[config.mk]
export PLATFORM = sky130hd
export DESIGN_NAME = mem_arbiter_flat
export DESIGN_NICKNAME = d
export VERILOG_FILES = /design/src/rtl/mem_arbiter_pkg.sv /design/src/rtl/mem_arbiter_if.sv /design/src/rtl/mem_watchdog.sv /design/src/rtl/mem_arbiter.sv /design/src/flat_wrapper.sv
export SDC_FILE = /design/constraint.sdc
export NUM_CORES = 1
export LEC_CHECK = 0
export CAP_MARGIN = 10
export CORE_ASPECT_RATIO = 2
export CORE_MARGIN = 3
export CORE_UTILIZATION = 40
export DETAILED_ROUTE_END_ITERATION = 8
export HOLD_SLACK_MARGIN = 0.06
export PLACE_DENSITY = 0.77
export SYNTH_ARGS = -nofsm -noshare
export SYNTH_HDL_FRONTEND = slang
export SYNTH_SLANG_ARGS = --single-unit
[constraint.sdc]
create_clock -name clk -period 3 [get_ports clk]
set_input_delay 0.6 -clock clk [delete_from_list [all_inputs] [get_ports clk]]
set_output_delay 0.6 -clock clk [all_outputs]
set_load 0.05 [all_outputs]
[src/rtl/mem_arbiter_pkg.sv]
// rtl/mem_arbiter_pkg.sv - shared state encoding and constants for the memory-port arbiter
package mem_arbiter_pkg;

    typedef enum logic [1:0] {
        IDLE  = 2'd0,
        FETCH = 2'd1,
        DATA  = 2'd2,
        RESP  = 2'd3
    } arb_state_t;

    localparam logic [31:0] MEM_WORD_MASK = 32'hFFFF_FFFC;

endpackage

[src/rtl/mem_arbiter_if.sv]
// rtl/mem_arbiter_if.sv - requester and memory-bus signal bundle for the arbiter
interface mem_arbiter_if;

    logic        fetch_valid;
    logic [31:0] fetch_addr;
    logic        fetch_ready;
    logic [31:0] fetch_rdata;
    logic        data_valid;
    logic [31:0] data_addr;
    logic [31:0] data_wdata;
    logic [3:0]  data_wstrb;
    logic        data_ready;
    logic [31:0] data_rdata;
    logic        mem_valid;
    logic        mem_instr;
    logic        mem_ready;
    logic [31:0] mem_addr;
    logic [31:0] mem_wdata;
    logic [3:0]  mem_wstrb;
    logic [31:0] mem_rdata;
    logic        timeout;

    modport slave (
        input  fetch_valid, fetch_addr, data_valid, data_addr, data_wdata, data_wstrb,
        input  mem_ready, mem_rdata,
        output fetch_ready, fetch_rdata, data_ready, data_rdata,
        output mem_valid, mem_instr, mem_addr, mem_wdata, mem_wstrb, timeout
    );

    modport master (
        output fetch_valid, fetch_addr, data_valid, data_addr, data_wdata, data_wstrb,
        output mem_ready, mem_rdata,
        input  fetch_ready, fetch_rdata, data_ready, data_rdata,
        input  mem_valid, mem_instr, mem_addr, mem_wdata, mem_wstrb, timeout
    );

endinterface

[src/rtl/mem_watchdog.sv]
// rtl/mem_watchdog.sv - bus stall counter, only built with MEM_ARBITER_TIMEOUT_EN
module mem_watchdog #(
    parameter int TIMEOUT_CYCLES = 1024
) (
    input  logic clk,
    input  logic reset,
    input  logic clear_i,
    input  logic stall_i,
    output logic expired_o
);

    localparam logic [15:0] LIMIT = 16'(TIMEOUT_CYCLES);

    logic [15:0] count_q, count_d;

    always_comb begin
        count_d = count_q;
        if (clear_i) begin
            count_d = 16'd0;
        end else if (stall_i) begin
            count_d = count_q + 16'd1;
        end
    end

    always_ff @(posedge clk) begin
        if (reset) begin
            count_q <= 16'd0;
        end else begin
            count_q <= count_d;
        end
    end

    assign expired_o = (count_q == LIMIT);

endmodule

[src/rtl/mem_arbiter.sv]
// rtl/mem_arbiter.sv - fetch/data arbiter for a single picorv32-style memory port
// Optional bus watchdog enabled by defining MEM_ARBITER_TIMEOUT_EN.
module mem_arbiter
    import mem_arbiter_pkg::*;
#(
    parameter int TIMEOUT_CYCLES = 1024
) (
    input logic          clk,
    input logic          reset,
    mem_arbiter_if.slave bus
);

    arb_state_t  state_q, state_d;
    logic        last_data_q, last_data_d;
    logic [31:0] addr_q, addr_d;
    logic [31:0] wdata_q, wdata_d;
    logic [3:0]  wstrb_q, wstrb_d;
    logic        fetch_ready_d, data_ready_d;
    logic [31:0] fetch_rdata_d, data_rdata_d;
    logic        on_bus_d;
    logic        expired, blocked;

    logic        fetch_ready_q, data_ready_q, mem_valid_q, mem_instr_q;
    logic [31:0] fetch_rdata_q, data_rdata_q, mem_addr_q, mem_wdata_q;
    logic [3:0]  mem_wstrb_q;

`ifdef MEM_ARBITER_TIMEOUT_EN
    logic timeout_q, grant, stall;

    assign grant = (state_q == IDLE) && !timeout_q && (bus.data_valid || bus.fetch_valid);
    assign stall = ((state_q == FETCH) || (state_q == DATA)) && !bus.mem_ready;

    mem_watchdog #(.TIMEOUT_CYCLES(TIMEOUT_CYCLES)) u_watchdog (
        .clk       (clk),
        .reset     (reset),
        .clear_i   (grant),
        .stall_i   (stall),
        .expired_o (expired)
    );

    always_ff @(posedge clk) begin
        if (reset) begin
            timeout_q <= 1'b0;
        end else begin
            timeout_q <= timeout_q | (stall && expired);
        end
    end

    assign blocked     = timeout_q;
    assign bus.timeout = timeout_q;
`else
    assign expired     = 1'b0;
    assign blocked     = 1'b0;
    assign bus.timeout = 1'b0;
`endif

    always_comb begin
        state_d       = state_q;
        last_data_d   = last_data_q;
        addr_d        = addr_q;
        wdata_d       = wdata_q;
        wstrb_d       = wstrb_q;
        fetch_ready_d = 1'b0;
        data_ready_d  = 1'b0;
        fetch_rdata_d = 32'd0;
        data_rdata_d  = 32'd0;
        case (state_q)
            IDLE: begin
                // On a tie, data wins unless it also won the previous grant.
                if (!blocked && bus.data_valid && (!bus.fetch_valid || !last_data_q)) begin
                    state_d = DATA;
                    addr_d  = bus.data_addr;
                    wdata_d = bus.data_wdata;
                    wstrb_d = bus.data_wstrb;
                end else if (!blocked && bus.fetch_valid) begin
                    state_d = FETCH;
                    addr_d  = bus.fetch_addr;
                    wdata_d = 32'd0;
                    wstrb_d = 4'd0;
                end
            end
            FETCH, DATA: begin
                if (bus.mem_ready) begin
                    state_d     = RESP;
                    last_data_d = (state_q == DATA);
                    if (state_q == DATA) begin
                        data_ready_d = 1'b1;
                        data_rdata_d = (wstrb_q == 4'd0) ? bus.mem_rdata : 32'd0;
                    end else begin
                        fetch_ready_d = 1'b1;
                        fetch_rdata_d = bus.mem_rdata;
                    end
                end else if (expired) begin
                    state_d = IDLE;
                end
            end
            default: state_d = IDLE;
        endcase
        on_bus_d = (state_d == FETCH) || (state_d == DATA);
    end

    always_ff @(posedge clk) begin
        if (reset) begin
            state_q       <= IDLE;
            last_data_q   <= 1'b0;
            addr_q        <= 32'd0;
            wdata_q       <= 32'd0;
            wstrb_q       <= 4'd0;
            fetch_ready_q <= 1'b0;
            data_ready_q  <= 1'b0;
            fetch_rdata_q <= 32'd0;
            data_rdata_q  <= 32'd0;
            mem_valid_q   <= 1'b0;
            mem_instr_q   <= 1'b0;
            mem_addr_q    <= 32'd0;
            mem_wdata_q   <= 32'd0;
            mem_wstrb_q   <= 4'd0;
        end else begin
            state_q       <= state_d;
            last_data_q   <= last_data_d;
            addr_q        <= addr_d;
            wdata_q       <= wdata_d;
            wstrb_q       <= wstrb_d;
            fetch_ready_q <= fetch_ready_d;
            data_ready_q  <= data_ready_d;
            fetch_rdata_q <= fetch_rdata_d;
            data_rdata_q  <= data_rdata_d;
            mem_valid_q   <= on_bus_d;
            mem_instr_q   <= (state_d == FETCH);
            mem_addr_q    <= on_bus_d ? (addr_d & MEM_WORD_MASK) : 32'd0;
            mem_wdata_q   <= (state_d == DATA) ? wdata_d : 32'd0;
            mem_wstrb_q   <= (state_d == DATA) ? wstrb_d : 4'd0;
        end
    end

    assign bus.fetch_ready = fetch_ready_q;
    assign bus.fetch_rdata = fetch_rdata_q;
    assign bus.data_ready  = data_ready_q;
    assign bus.data_rdata  = data_rdata_q;
    assign bus.mem_valid   = mem_valid_q;
    assign bus.mem_instr   = mem_instr_q;
    assign bus.mem_addr    = mem_addr_q;
    assign bus.mem_wdata   = mem_wdata_q;
    assign bus.mem_wstrb   = mem_wstrb_q;

endmodule

[src/flat_wrapper.sv]
// flat-port wrapper written by rule: the top's interface ports become plain ports
module mem_arbiter_flat import mem_arbiter_pkg::*;
#(
    parameter int TIMEOUT_CYCLES = 1024
)
  (clk, reset, bus_fetch_valid, bus_fetch_addr, bus_data_valid, bus_data_addr, bus_data_wdata, bus_data_wstrb, bus_mem_ready, bus_mem_rdata, bus_fetch_ready, bus_fetch_rdata, bus_data_ready, bus_data_rdata, bus_mem_valid, bus_mem_instr, bus_mem_addr, bus_mem_wdata, bus_mem_wstrb, bus_timeout);
  mem_arbiter_if bus_i ();
  input logic clk;
  input logic reset;
  input wire logic [$bits(bus_i.fetch_valid)-1:0] bus_fetch_valid;
  input wire logic [$bits(bus_i.fetch_addr)-1:0] bus_fetch_addr;
  input wire logic [$bits(bus_i.data_valid)-1:0] bus_data_valid;
  input wire logic [$bits(bus_i.data_addr)-1:0] bus_data_addr;
  input wire logic [$bits(bus_i.data_wdata)-1:0] bus_data_wdata;
  input wire logic [$bits(bus_i.data_wstrb)-1:0] bus_data_wstrb;
  input wire logic [$bits(bus_i.mem_ready)-1:0] bus_mem_ready;
  input wire logic [$bits(bus_i.mem_rdata)-1:0] bus_mem_rdata;
  output wire logic [$bits(bus_i.fetch_ready)-1:0] bus_fetch_ready;
  output wire logic [$bits(bus_i.fetch_rdata)-1:0] bus_fetch_rdata;
  output wire logic [$bits(bus_i.data_ready)-1:0] bus_data_ready;
  output wire logic [$bits(bus_i.data_rdata)-1:0] bus_data_rdata;
  output wire logic [$bits(bus_i.mem_valid)-1:0] bus_mem_valid;
  output wire logic [$bits(bus_i.mem_instr)-1:0] bus_mem_instr;
  output wire logic [$bits(bus_i.mem_addr)-1:0] bus_mem_addr;
  output wire logic [$bits(bus_i.mem_wdata)-1:0] bus_mem_wdata;
  output wire logic [$bits(bus_i.mem_wstrb)-1:0] bus_mem_wstrb;
  output wire logic [$bits(bus_i.timeout)-1:0] bus_timeout;
  assign bus_i.fetch_valid = bus_fetch_valid;
  assign bus_i.fetch_addr = bus_fetch_addr;
  assign bus_i.data_valid = bus_data_valid;
  assign bus_i.data_addr = bus_data_addr;
  assign bus_i.data_wdata = bus_data_wdata;
  assign bus_i.data_wstrb = bus_data_wstrb;
  assign bus_i.mem_ready = bus_mem_ready;
  assign bus_i.mem_rdata = bus_mem_rdata;
  assign bus_fetch_ready = bus_i.fetch_ready;
  assign bus_fetch_rdata = bus_i.fetch_rdata;
  assign bus_data_ready = bus_i.data_ready;
  assign bus_data_rdata = bus_i.data_rdata;
  assign bus_mem_valid = bus_i.mem_valid;
  assign bus_mem_instr = bus_i.mem_instr;
  assign bus_mem_addr = bus_i.mem_addr;
  assign bus_mem_wdata = bus_i.mem_wdata;
  assign bus_mem_wstrb = bus_i.mem_wstrb;
  assign bus_timeout = bus_i.timeout;
  mem_arbiter #(.TIMEOUT_CYCLES(TIMEOUT_CYCLES)) u_core (.clk(clk), .reset(reset), .bus(bus_i));
endmodule
======== After elaboration in Yosys (flattened, before gate mapping) ========
Cells that the tools add are included.
Widths: inputs -> output; s select.
cells by class
  muxes and demuxes ....................... 15
  eq/ne operators ......................... 4
  bitwise logic cells ..................... 6
  reduce and logical (&&, ||, !) cells .... 16
operator list
  operator            number
  $mux 32             6
  $mux 4              3
  $mux 2              3
  $not 1->1           6
  $reduce_or 2->1     3
  $reduce_or 5->1     1
  $eq 2x1->1 const B  2
  $eq 2x2->1 const B  2
  $logic_not 4->1     1
  $pmux 2 s2          1
  $reduce_and 2->1    2
  $reduce_or 4->1     1
  $reduce_or 3->1     1
  $logic_not 1->1     2
  $logic_not 2->1     1
  $logic_or 1x1->1    2
  $mux 1              2
  $reduce_bool 2->1   1
  $logic_and 1x1->1   1
word-level totals
  bits in registers ....................... 207
  logic and storage cells ................. 57
  bits of input ports ..................... 137
  output and inout bits ................... 137

======== Logic depth before layout (Yosys ltp) ========
  depth after elaboration ................. 9
  mapped depth ............................ 11
  depth with buffers taken out ............ 9

======== Worst setup path after synthesis ========
No wires, ideal clock.
  path kind ............................... reg2reg
  start ................................... register u_core.state_q[0]
  end ..................................... register u_core.mem_addr_q[10] (netlist: u_core.bus.mem_addr[10])
  setup slack ............................. 0.524 ns
  arrival time ............................ 2.391 ns
  stages on the path, launching flop included .. 12
  library setup time ...................... 0.086 ns
  cell sequence ........................... dfxtp_1 inv_1 ha_1 buf_2 inv_1 o311a_1 or2_2 ha_1 or2_2 clkbuf_1 clkbuf_1 a211oi_1
on the way
  cells in the longest elaborated chain, start to end .. 7
ends and longest elaborated chain
  element                                           RTL line                              text
  from (decl)                                       mem_arbiter.sv:13                     arb_state_t state_q, state_d;
  from (signal assigned)                            mem_arbiter.sv:119                    state_q <= state_d;
  $eq 2x1->1, or another cell as far along          mem_arbiter.sv:67                     case (state_q)
  $reduce_or 2->1 / $mux 2 (equally long branches)  mem_arbiter.sv:67, mem_arbiter.sv:70
  $pmux 2 s2                                        mem_arbiter.sv:67
  $eq 2x1->1 / $eq 2x2->1 (equally long branches)   mem_arbiter.sv:99                     on_bus_d = (state_d == FETCH) || (state_d == DATA);
  $logic_or 1x1->1                                  mem_arbiter.sv:99
  $not 1->1 (no source line)                        -
  $reduce_or 2->1 (no source line)                  -
  to (signal assigned)                              mem_arbiter.sv:130                    mem_addr_q <= on_bus_d ? (addr_d & MEM_WORD_MASK) : 32'd0;
  to (decl)                                         mem_arbiter.sv:24                     logic [31:0] fetch_rdata_q, data_rdata_q, mem_addr_q, mem_wdata_q;
Several ways; a longest one is shown, not always the timed one.
A chain may end at the register's enable or synchronous reset.

======== Worst setup path after layout ========
  start ................................... register u_core.state_q[0]
  end ..................................... register u_core.mem_addr_q[9] (netlist: u_core.bus.mem_addr[9])
Same word-level chain as after synthesis.

==> results.yml <==
status:
  status: "completed"
global_routing:
  grt_max_degree: 62
  grt_pass1_wl_microns: 26600
  overflow: 0
  antenna_found_initial: 0
  grt_pass1_vias: 5241
  grt.total_usage_pct: 18.9
floorplanning:
  core_area_sq_mm: 0.0159
  num_rows: 65
  fp.dieArea_sq_mm: 0.0179
  initial_utilization_pct: 40.9
  die_h_microns: 186
  ioPinCount: 274
  die_w_microns: 96.1
job:
  maxCapViolCount: 0
synth:
  ys_seq_area_share_pct: 62.6
  synth_top_family_by_area: "compound AO/OA/AOI/OAI gates"
  syn_avg_cell_area_sq_um: 11.8
  syn_inst: 551
  synth_xor_xnor_area_share_pct: 0
  synth-compound-area-share_pct: 21.7
  synth_simple_gate_area_share_pct: 10.8
  synth_fa_ha_area_share_pct: 0.964
  yosysWarnings: 0
  syn_area_sq_mm: 0.00649
  synth.distinct_cells: 34
  synth.area.mux_share_pct: 0
  ys_ff_latch: 203
setup_path:
  crit_path_end_kind: "flop"
  rr_startpoint: "u_core.state_q[0]"
  reg2reg_slack_ns: 0.48
  crit_type: "flop to flop"
  worstReg2RegEnd: "u_core.bus.mem_addr[9]"
  crit_family: "compound AO/OA/AOI/OAI gates"
  rr_worst_depth: 9
  cpPeakStageDelay_ns: 0.39
  cp_max_fo: 31
  cp.arrival_ns: 2.89
  critPathLaunchType: "flop"
  worst-path-buf-inv: 3
  worstPathRequired_ns: 3.37
  crit_path_top_delay_cell: "o311a_1"
  path_cells: "inv_1 > ha_2 > inv_1 > o311a_1 > or2_2 > ha_1 > or2_2 > buf_12 > a211oi_1"
worst_hold_path:
  whs_endpoint: "u_core.bus.mem_wdata[13]"
  hold_depth: 1
  hold_start: "u_core.wdata_q[13]"
  hp-class: "flop to flop"
timing:
  period_needed_ns: 2.52
  finalMaxSlewViolations: 0
  setup_viol: 0
  setup_slack_ns: 0.476
  worst_slew_pin_slew_ns: 0.577
  hold_violations: 0
  finalCritPeriodShare_pct: 84.1
  rsz0062_at_grt: "false"
  finClkSkew_ns: 0.0170
  setup_tns_ns: 0
  slew_headroom_pct: 61.4
  max_freq_mhz: 396
power_and_ir_drop:
  finalPower_w: 0.00928
  p_int_w: 0.00590
  pwr-share-comb_pct: 37.1
  switching_power_w: 0.00338
  pwr_density_cell_mw_per_mm2: 930
  vdd_drop_max_mv: 0.624
  swShare_pct: 36.4
  p_clk_share_pct: 25.9
  pwr-share-seq_pct: 37.0
  leakagePower_nw: 3.80
placed_design:
  dpl.hpwl_microns: 12800
  numPortBuffers: 266
  gp_congestion: 0.773
  place_ws_ns: 0.0732
clock_tree:
  post_cts_buffers: 0
  holdBufCountCts: 0
  clk_path_buf_depth: 3
  cts_resized: 0
  numClockSinks: 203
  clk_root_buffer_cell: "clkbuf_16"
  cts_tree: "built"
  numCtsBuffers: 18
  clkLatencyLatePin_ns: 0.47
  clk_pin_slew_ns: 0.07
  h-tree-depth: 1
route:
  drt_iter0_drc: 117
  drt-vias-per-instance: 5.12
  via_count: 5205
  first_pass_iters: 4
  drtAntennaViolNets: 0
  wl_per_cell_microns: 17.4
  drcViolationCount: 0
  wirelength_microns: 17700
layout:
  nets: 946
  final_cell_mix: "265 x clkdlybuf4s50_1, 203 x dfxtp_1, 70 x a22o_1, 61 x a211oi_1, 44 x and2_1"
  final_common_cell: "clkdlybuf4s50_1"
  area_delta_synth_final_pct: 53.7
  n_antenna_cell: 0
  drive_gt1_share_pct: 9.69
-- per-layer routing --
layer / vias to the layer above / GRT usage (%) / part of all wire, %
met5: - / 0 / 0
met4: 0 / 7.07 / 2.8
met3: 35 / 3.76 / 7.3
met2: 223 / 36.3 / 56
met1: 2428 / 19.3 / 34
li1: 2519 / - / -
-- power by group through the flow --
| stage | clock (W) | combinational [W] | sequential (W) |
|---|---|---|---|
| 2_1_floorplan | 0 | 0.00109 | 0.00462 |
| 3_3_place_gp | 0 | 0.00338 | 0.00348 |
| 3_5_place_dp | 0 | 0.00345 | 0.00349 |
| 4_1_cts | 0.00245 | 0.00346 | 0.00344 |
| 5_1_grt | 0.00256 | 0.00366 | 0.00348 |
| 6_report | 0.00240 | 0.00344 | 0.00343 |
-- synth_stat cells --
| library cell | n | share of area (%) |
|---|---|---|
| nor2b_1 | 3 | 0.29 |
| ha_1 | 5 | 0.96 |
| nand2b_1 | 1 | 0.096 |
| buf_4 | 6 | 0.69 |
| a22o_2 | 2 | 0.31 |
| dfxtp_1 | 203 | 63 |
| o21ai_0 | 1 | 0.077 |
| nor3b_1 | 1 | 0.12 |
| nor3_1 | 2 | 0.15 |
| nand3b_1 | 1 | 0.12 |
| nor2_2 | 1 | 0.096 |
| a21oi_1 | 2 | 0.15 |
| nor2_1 | 32 | 1.9 |
| o22ai_1 | 1 | 0.096 |
| a21bo_1 | 1 | 0.15 |
| or4_4 | 1 | 0.17 |
| inv_1 | 5 | 0.29 |
| buf_2 | 11 | 0.85 |
| a22o_1 | 70 | 9.5 |
| nor3_4 | 1 | 0.25 |
| a21o_1 | 1 | 0.12 |
| nor4b_4 | 1 | 0.37 |
| and2_1 | 44 | 4.2 |
| clkbuf_1 | 30 | 1.7 |
| a211oi_1 | 61 | 7.1 |
| o21a_1 | 1 | 0.12 |
| nor3_2 | 1 | 0.15 |
| clkbuf_2 | 3 | 0.23 |
| o311a_1 | 1 | 0.15 |
| o32ai_1 | 30 | 4.1 |
| conb_1 | 1 | 0.058 |
| and2_2 | 21 | 2.4 |
| or2_2 | 3 | 0.29 |
| nand2_1 | 3 | 0.17 |
-- cell type report --
type,count,area [sq um]
Clock inverter,4,72.6
Multi-Input combinational cell,295,2200
Fill cell,1247,5890
Clock buffer,27,556
Tap cell,201,251
Sequential cell,203,4060
Inverter,5,18.8
Timing Repair Buffer,281,2810
-- flip-flops by register name, indices dropped and copies added (netlist names) --
name and count:
u_core.bus.mem_wstrb 4, u_core.last_data_q 1, u_core.bus.mem_wdata 32, u_core.addr_q 30
u_core.wdata_q 32, u_core.bus.mem_valid 1, u_core.bus.data_ready 1, u_core.state_q 2
u_core.bus.data_rdata 32, u_core.wstrb_q 4, u_core.bus.fetch_rdata 32, u_core.bus.mem_addr 30
u_core.bus.mem_instr 1, u_core.bus.fetch_ready 1
-- worst max-delay path by stage --
stage / endpoint / slack, ns / startpoint / cells after the start
after floorplan: u_core.bus.mem_addr[10] / 0.52 / u_core.state_q[0] / 11
after global placement: u_core.bus.mem_addr[17] / 0.15 / bus_data_valid / 8
after detailed placement: u_core.bus.mem_addr[31] / 0.07 / bus_data_valid / 8
after CTS: u_core.bus.mem_addr[9] / 0.48 / u_core.state_q[0] / 9
after global routing: u_core.bus.mem_addr[9] / 0.35 / u_core.state_q[0] / 9
final: u_core.bus.mem_addr[9] / 0.48 / u_core.state_q[0] / 9
-- cell families (layout without fill, tap and decap cells) --
family / count (synthesis) / count (layout)
flip-flops: 203 / 203
AND/OR/NAND/NOR: 116 / 116
adder cells (fa/ha/maj): 5 / 5
other: 1 / 3
AO/OA/AOI/OAI: 171 / 171
buffers and inverters: 55 / 317
-- metrics by stage --
stage / cells / area (sq um) / hold WS [ns] / utilization, %
finish: 1016 / 9970 / 0.479 / 62.9
global route: 1016 / 9970 / 0.496 / 62.9
CTS: 1016 / 9970 / 0.479 / 62.9
detailed placement: 985 / 9350 / 0.464 / 58.9
global placement: 985 / 9350 / 0.457 / 58.9
floorplan: 553 / 6490 / 0.450 / -
Power figures use the tool's default switching activity.
==> RTL change 1: new RTL, same flow settings <==
Build with the macro `MEM_ARBITER_TIMEOUT_EN` defined.
--- a/src/rtl/mem_arbiter.sv
+++ b/src/rtl/mem_arbiter.sv
@@ -1,5 +1,7 @@
 // rtl/mem_arbiter.sv - fetch/data arbiter for a single picorv32-style memory port
 // Optional bus watchdog enabled by defining MEM_ARBITER_TIMEOUT_EN.
+`define MEM_ARBITER_TIMEOUT_EN
+
 module mem_arbiter
     import mem_arbiter_pkg::*;
 #(
Formal check against the unedited RTL: no difference found for any inputs over 4 cycles, from zero or initial values and one cycle with reset high; that may be too few to reach the edited logic, so the function may still have changed.
==> RTL change 1 against the unedited design <==
- routed wire length is 13% higher
- fmax is 2.2% higher
- count of clock-buffer cells in the layout is 4 higher
- hold slack worse by 7.5 ps
- power is 6.8% higher
- synthesized area is 9.3% higher
- final cell count is 14% higher
- worst setup slack better by 55 ps
- cell area is 7.3% higher
- via count is 11% higher
- combinational power is 3% higher
- sequential cell count is 17 higher
- critical path type unchanged
==> RTL change 1: results <==
metrics = {
    "logic_synthesis": {
        "synth_edf_count": 0,
        "synth_common_cells": "dfxtp_1, and2_1, nor3_1, clkbuf_1",
        "synth_compound_area_share_pct": 7.819,
        "ys_warn_count": 0,
        "synth-main-ff-cell": "dfxtp_1",
        "synth_cell_types": 35,
        "synth_xor_area_share_pct": 1.483,
        "synth_area_leaders": "dfxtp_1, and2_1, nor3_1",
        "seq_area_frac_synth_pct": 62.12,
        "syn_inst": 673,
        "synth_fa_ha_area_share_pct": 1.235,
        "ys_async_sr_fraction_pct": 0,
    },
    "finish": {
        "fin_util_pct": 61.68,
        "nNetsFinal": 1075,
        "n_fill_cell": 1451,
        "drive_gt1_share_pct": 6.878,
        "antenna_cells": 0,
    },
    "place": {
        "dp_hpwl_mm": 13.94,
        "place.gp.congestion": 0.8215,
        "placed_area_sq_mm": 0.009987,
        "portBuffers": 267,
    },
    "worst_setup_path": {
        "crit_slowest_cell": "a311oi_1",
        "ff2ff_path_depth": 9,
        "critPathArrivalTime_ps": 2880,
        "regToRegStartpoint": "u_core.u_watchdog.count_q[0]",
        "cp-endpoint": "u_core.bus.mem_addr[12]",
        "critPathKind": "reg2reg",
        "worstPathMaxFanout": 23,
        "reg2reg_to": "u_core.bus.mem_addr[12]",
        "ff2ff_setup_slack_ps": 530,
        "cp_slowest_stage_delay_ps": 480,
    },
    "grt": {
        "track_usage_pct": 19.91,
        "antenna_found_initial": 0,
        "grt_pass1_vias": 5835,
        "grt_pass1_wl_mm": 31.15,
        "grt_max_degree": 41,
    },
    "detailed_routing": {
        "wl_per_cell_um": 17.32,
        "dr.pass1.iters": 5,
        "drt-total-wl_mm": 20.01,
        "drt_iter0_drc": 131,
        "viasPerCell": 4.988,
    },
    "cts": {
        "path_clk_slew_ps": 70,
        "htreeDepth": 1,
        "cts_root_buf": "clkbuf_16",
        "cts_setup_buffers": 0,
        "cts_buffers": 20,
        "worstSkewPairLatency_ps": 490,
    },
    "power_and_ir_drop": {
        "p_leak_nw": 4.172,
        "ir_drop_mv": 0.5623,
    },
    "run_status": {
        "status": "complete, no violations",
    },
    "sta": {
        "fin_skew_ps": 19.23,
        "tightest_slew_ps": 1075,
        "hold_viol": 0,
    },
    "min_path": {
        "hold_class": "reg2reg",
    },
}
RTL change 1: final cells by class:
type / count / share of cell area (%)
clock inverter: 5 / 0.7948
sequential: 220 / 41.14
inverter: 6 / 0.2104
clock buffer: 31 / 5.914
tap: 210 / 2.454
timing repair buffer: 286 / 26.25
multi-input combinational: 397 / 23.24
RTL change 1: critical path, delay by kind of cell (launching register included):
family,cells,cell delay [ps]
simple gates,4,840
buf+inv,2,320
compound gates,1,480
fa+ha+maj,2,380
flops,1,390
RTL change 1: per-stage QoR:
stage	total power, W	setup slack, ps	hold slack, ps
after floorplan	0.005971	586.3	441.3
final	0.009906	531.9	471.1
after CTS	0.009994	492.8	473.6
after detailed placement	0.007253	150.9	454.8
after global routing	0.01039	251.8	485.7
after global placement	0.007195	205.0	452.8
RTL change 1: worst min-delay path by stage:
stage / from / depth (start not counted) / to
4_1_cts: u_core.wdata_q[18] / 1 / u_core.wdata_q[18]
5_1_grt: u_core.wdata_q[7] / 1 / u_core.wdata_q[7]
3_3_place_gp: u_core.wdata_q[26] / 1 / u_core.wdata_q[26]
2_1_floorplan: u_core.wdata_q[10] / 1 / u_core.wdata_q[10]
3_5_place_dp: u_core.wdata_q[18] / 1 / u_core.wdata_q[18]
6_report: u_core.wdata_q[18] / 1 / u_core.wdata_q[18]
RTL change 1: cell families (layout without fill, tap and decap cells):
kind of cell | Yosys count | after routing
and+or+nand+nor | 295 | 295
DFF | 220 | 220
adders and majority gates | 7 | 7
AOI/OAI and AO/OA | 81 | 81
other | 1 | 2
xor gates and xnor gates | 12 | 12
buffers and inverters | 57 | 328
RTL change 1: power by group:
part / switching [W] / internal (W) / total [W]
clock: 0.00109 / 0.00163 / 0.00273
sequential: 0.000166 / 0.00347 / 0.00363
combinational: 0.00232 / 0.00122 / 0.00355
RTL change 1: routing by layer:
metal	wire, um	track usage (%)
met4	636	7.146
met3	1111	3.133
met1	7382	22.46
met5	0	0
met2	10880	36.76
==> RTL change 2: new RTL, config.mk and constraints unchanged <==
Made on the original files. Encoding of `arb_state_t`: now Gray code (2 bits for 4 states).
--- a/src/rtl/mem_arbiter_pkg.sv
+++ b/src/rtl/mem_arbiter_pkg.sv
@@ -2,10 +2,10 @@
 package mem_arbiter_pkg;
 
     typedef enum logic [1:0] {
-        IDLE  = 2'd0,
-        FETCH = 2'd1,
-        DATA  = 2'd2,
-        RESP  = 2'd3
+        IDLE  = 2'b00,
+        FETCH = 2'b01,
+        DATA  = 2'b11,
+        RESP  = 2'b10
     } arb_state_t;
 
     localparam logic [31:0] MEM_WORD_MASK = 32'hFFFF_FFFC;
Formal check against the unedited RTL: same outputs for any inputs over 4 cycles, from zero or initial values and one cycle with reset high; so few cycles prove little.
==> RTL change 2 against the unedited design <==
- first-iteration DRC count is 25% higher
- count of clock-buffer cells in the layout is 5 lower
- worst setup slack better by 290 ps
- largest cell class unchanged
- cell area is 3.4% lower
- sequential cell count stayed put
- core utilization is 0.079 points higher
- synthesized area is 3.6% lower
- routed wire length is 0.29% lower
- hold slack better by 20 ps
- non-clock buffer count is 3 lower
Power is not compared: it rests on default switching activity, and its combinational part moved more than twofold at a synthesized area within 25%.
==> RTL change 2: results <==
metrics = {
    "finish": {
        "nMultiInputCombCells": 316,
        "area.share.sequential_pct": 42.20,
        "n_fill_cell": 1238,
        "drive_gt1_share_pct": 8.565,
        "n_all_buffers": 278,
        "clock_buffers": 22,
        "n_all_inverters": 3,
        "multi_input_area_share_pct": 20.32,
        "nNetsFinal": 956,
        "clockNetworkAreaShare_pct": 6.262,
    },
    "detailed_routing": {
        "drt-total-wl_mm": 17.64,
        "viasPerCell": 4.971,
        "wl_met3_mm": 1.357,
        "met1_length_mm": 5.774,
        "drt_iter0_drc": 146,
        "dr_wl_met2_mm": 9.952,
    },
    "place": {
        "place.gp.congestion": 0.7699,
        "dp_hpwl_mm": 13.14,
    },
    "logic_synthesis": {
        "synth_common_cells": "dfxtp_1, nor2_1, and2_1, and3_1",
        "synth_area_leaders": "dfxtp_1, nor2_1, a22oi_2",
        "seq_area_frac_synth_pct": 64.96,
    },
    "grt": {
        "grt_pass1_vias": 5360,
        "track_usage_pct": 20.10,
        "grt_max_degree": 47,
        "grt_pass1_wl_mm": 27.50,
    },
    "sta": {
        "fin_skew_ps": 11.46,
        "tightest_slew_ps": 555.4,
    },
    "worst_setup_path": {
        "critPathTopFamily": "buffers and inverters",
        "cp_slowest_stage_delay_ps": 820,
        "worstPathMaxFanout": 1,
        "critPathArrivalTime_ps": 1640,
    },
    "run_status": {
        "status": "complete, no violations",
    },
}
==> RTL change 2: routing by layer <==
| metal | vias up | track usage, % |
|---|---|---|
| li1 | 2410 | - |
| met1 | 2402 | 19.36 |
| met2 | 251 | 40.63 |
| met3 | 42 | 3.777 |
| met4 | 0 | 6.944 |
| met5 | - | 0 |
==> RTL change 2: metrics by stage <==
stage,hold WS (ps),std cells,worst slack [ps],instance area (sq um)
after global routing,526.4,1027,700.1,9630
after CTS,504.2,1027,717.8,9630
after floorplan,456.3,567,1464,6264
final,499.1,1027,764.4,9630
after detailed placement,486.6,998,364.1,9027
after global placement,477.2,998,474.3,9027
==> RTL change 2: power by group <==
part / internal [W] / total [W] / switching, W
logic: 0.000434 / 0.00109 / 0.000651
clock network: 0.00144 / 0.00240 / 0.000955
registers: 0.00286 / 0.00292 / 0.0000573
total: 0.00473 / 0.00640 / 0.00166
==> RTL change 2: worst paths after layout <==
check	from	to	slack (ps)	cells past startpoint
max	u_core.bus.mem_wstrb[2]	bus_mem_wstrb[2]	760	1
min	u_core.wdata_q[18]	u_core.bus.mem_wdata[18]	500	2
max reg2reg	u_core.state_q[1]	u_core.bus.mem_wdata[10]	950	6
min reg2reg	u_core.wdata_q[18]	u_core.bus.mem_wdata[18]	500	2
==> RTL change 2: kinds of logic (layout without fill, tap and decap cells) <==
family | count (synthesis) | count (layout) | share of synthesized area [%]
AOI/OAI and AO/OA | 74 | 74 | 11.56
DFF | 203 | 203 | 64.96
buffers and inverters | 48 | 310 | 4.120
other | 1 | 3 | 0.05994
and+or+nand+nor | 239 | 239 | 19.30
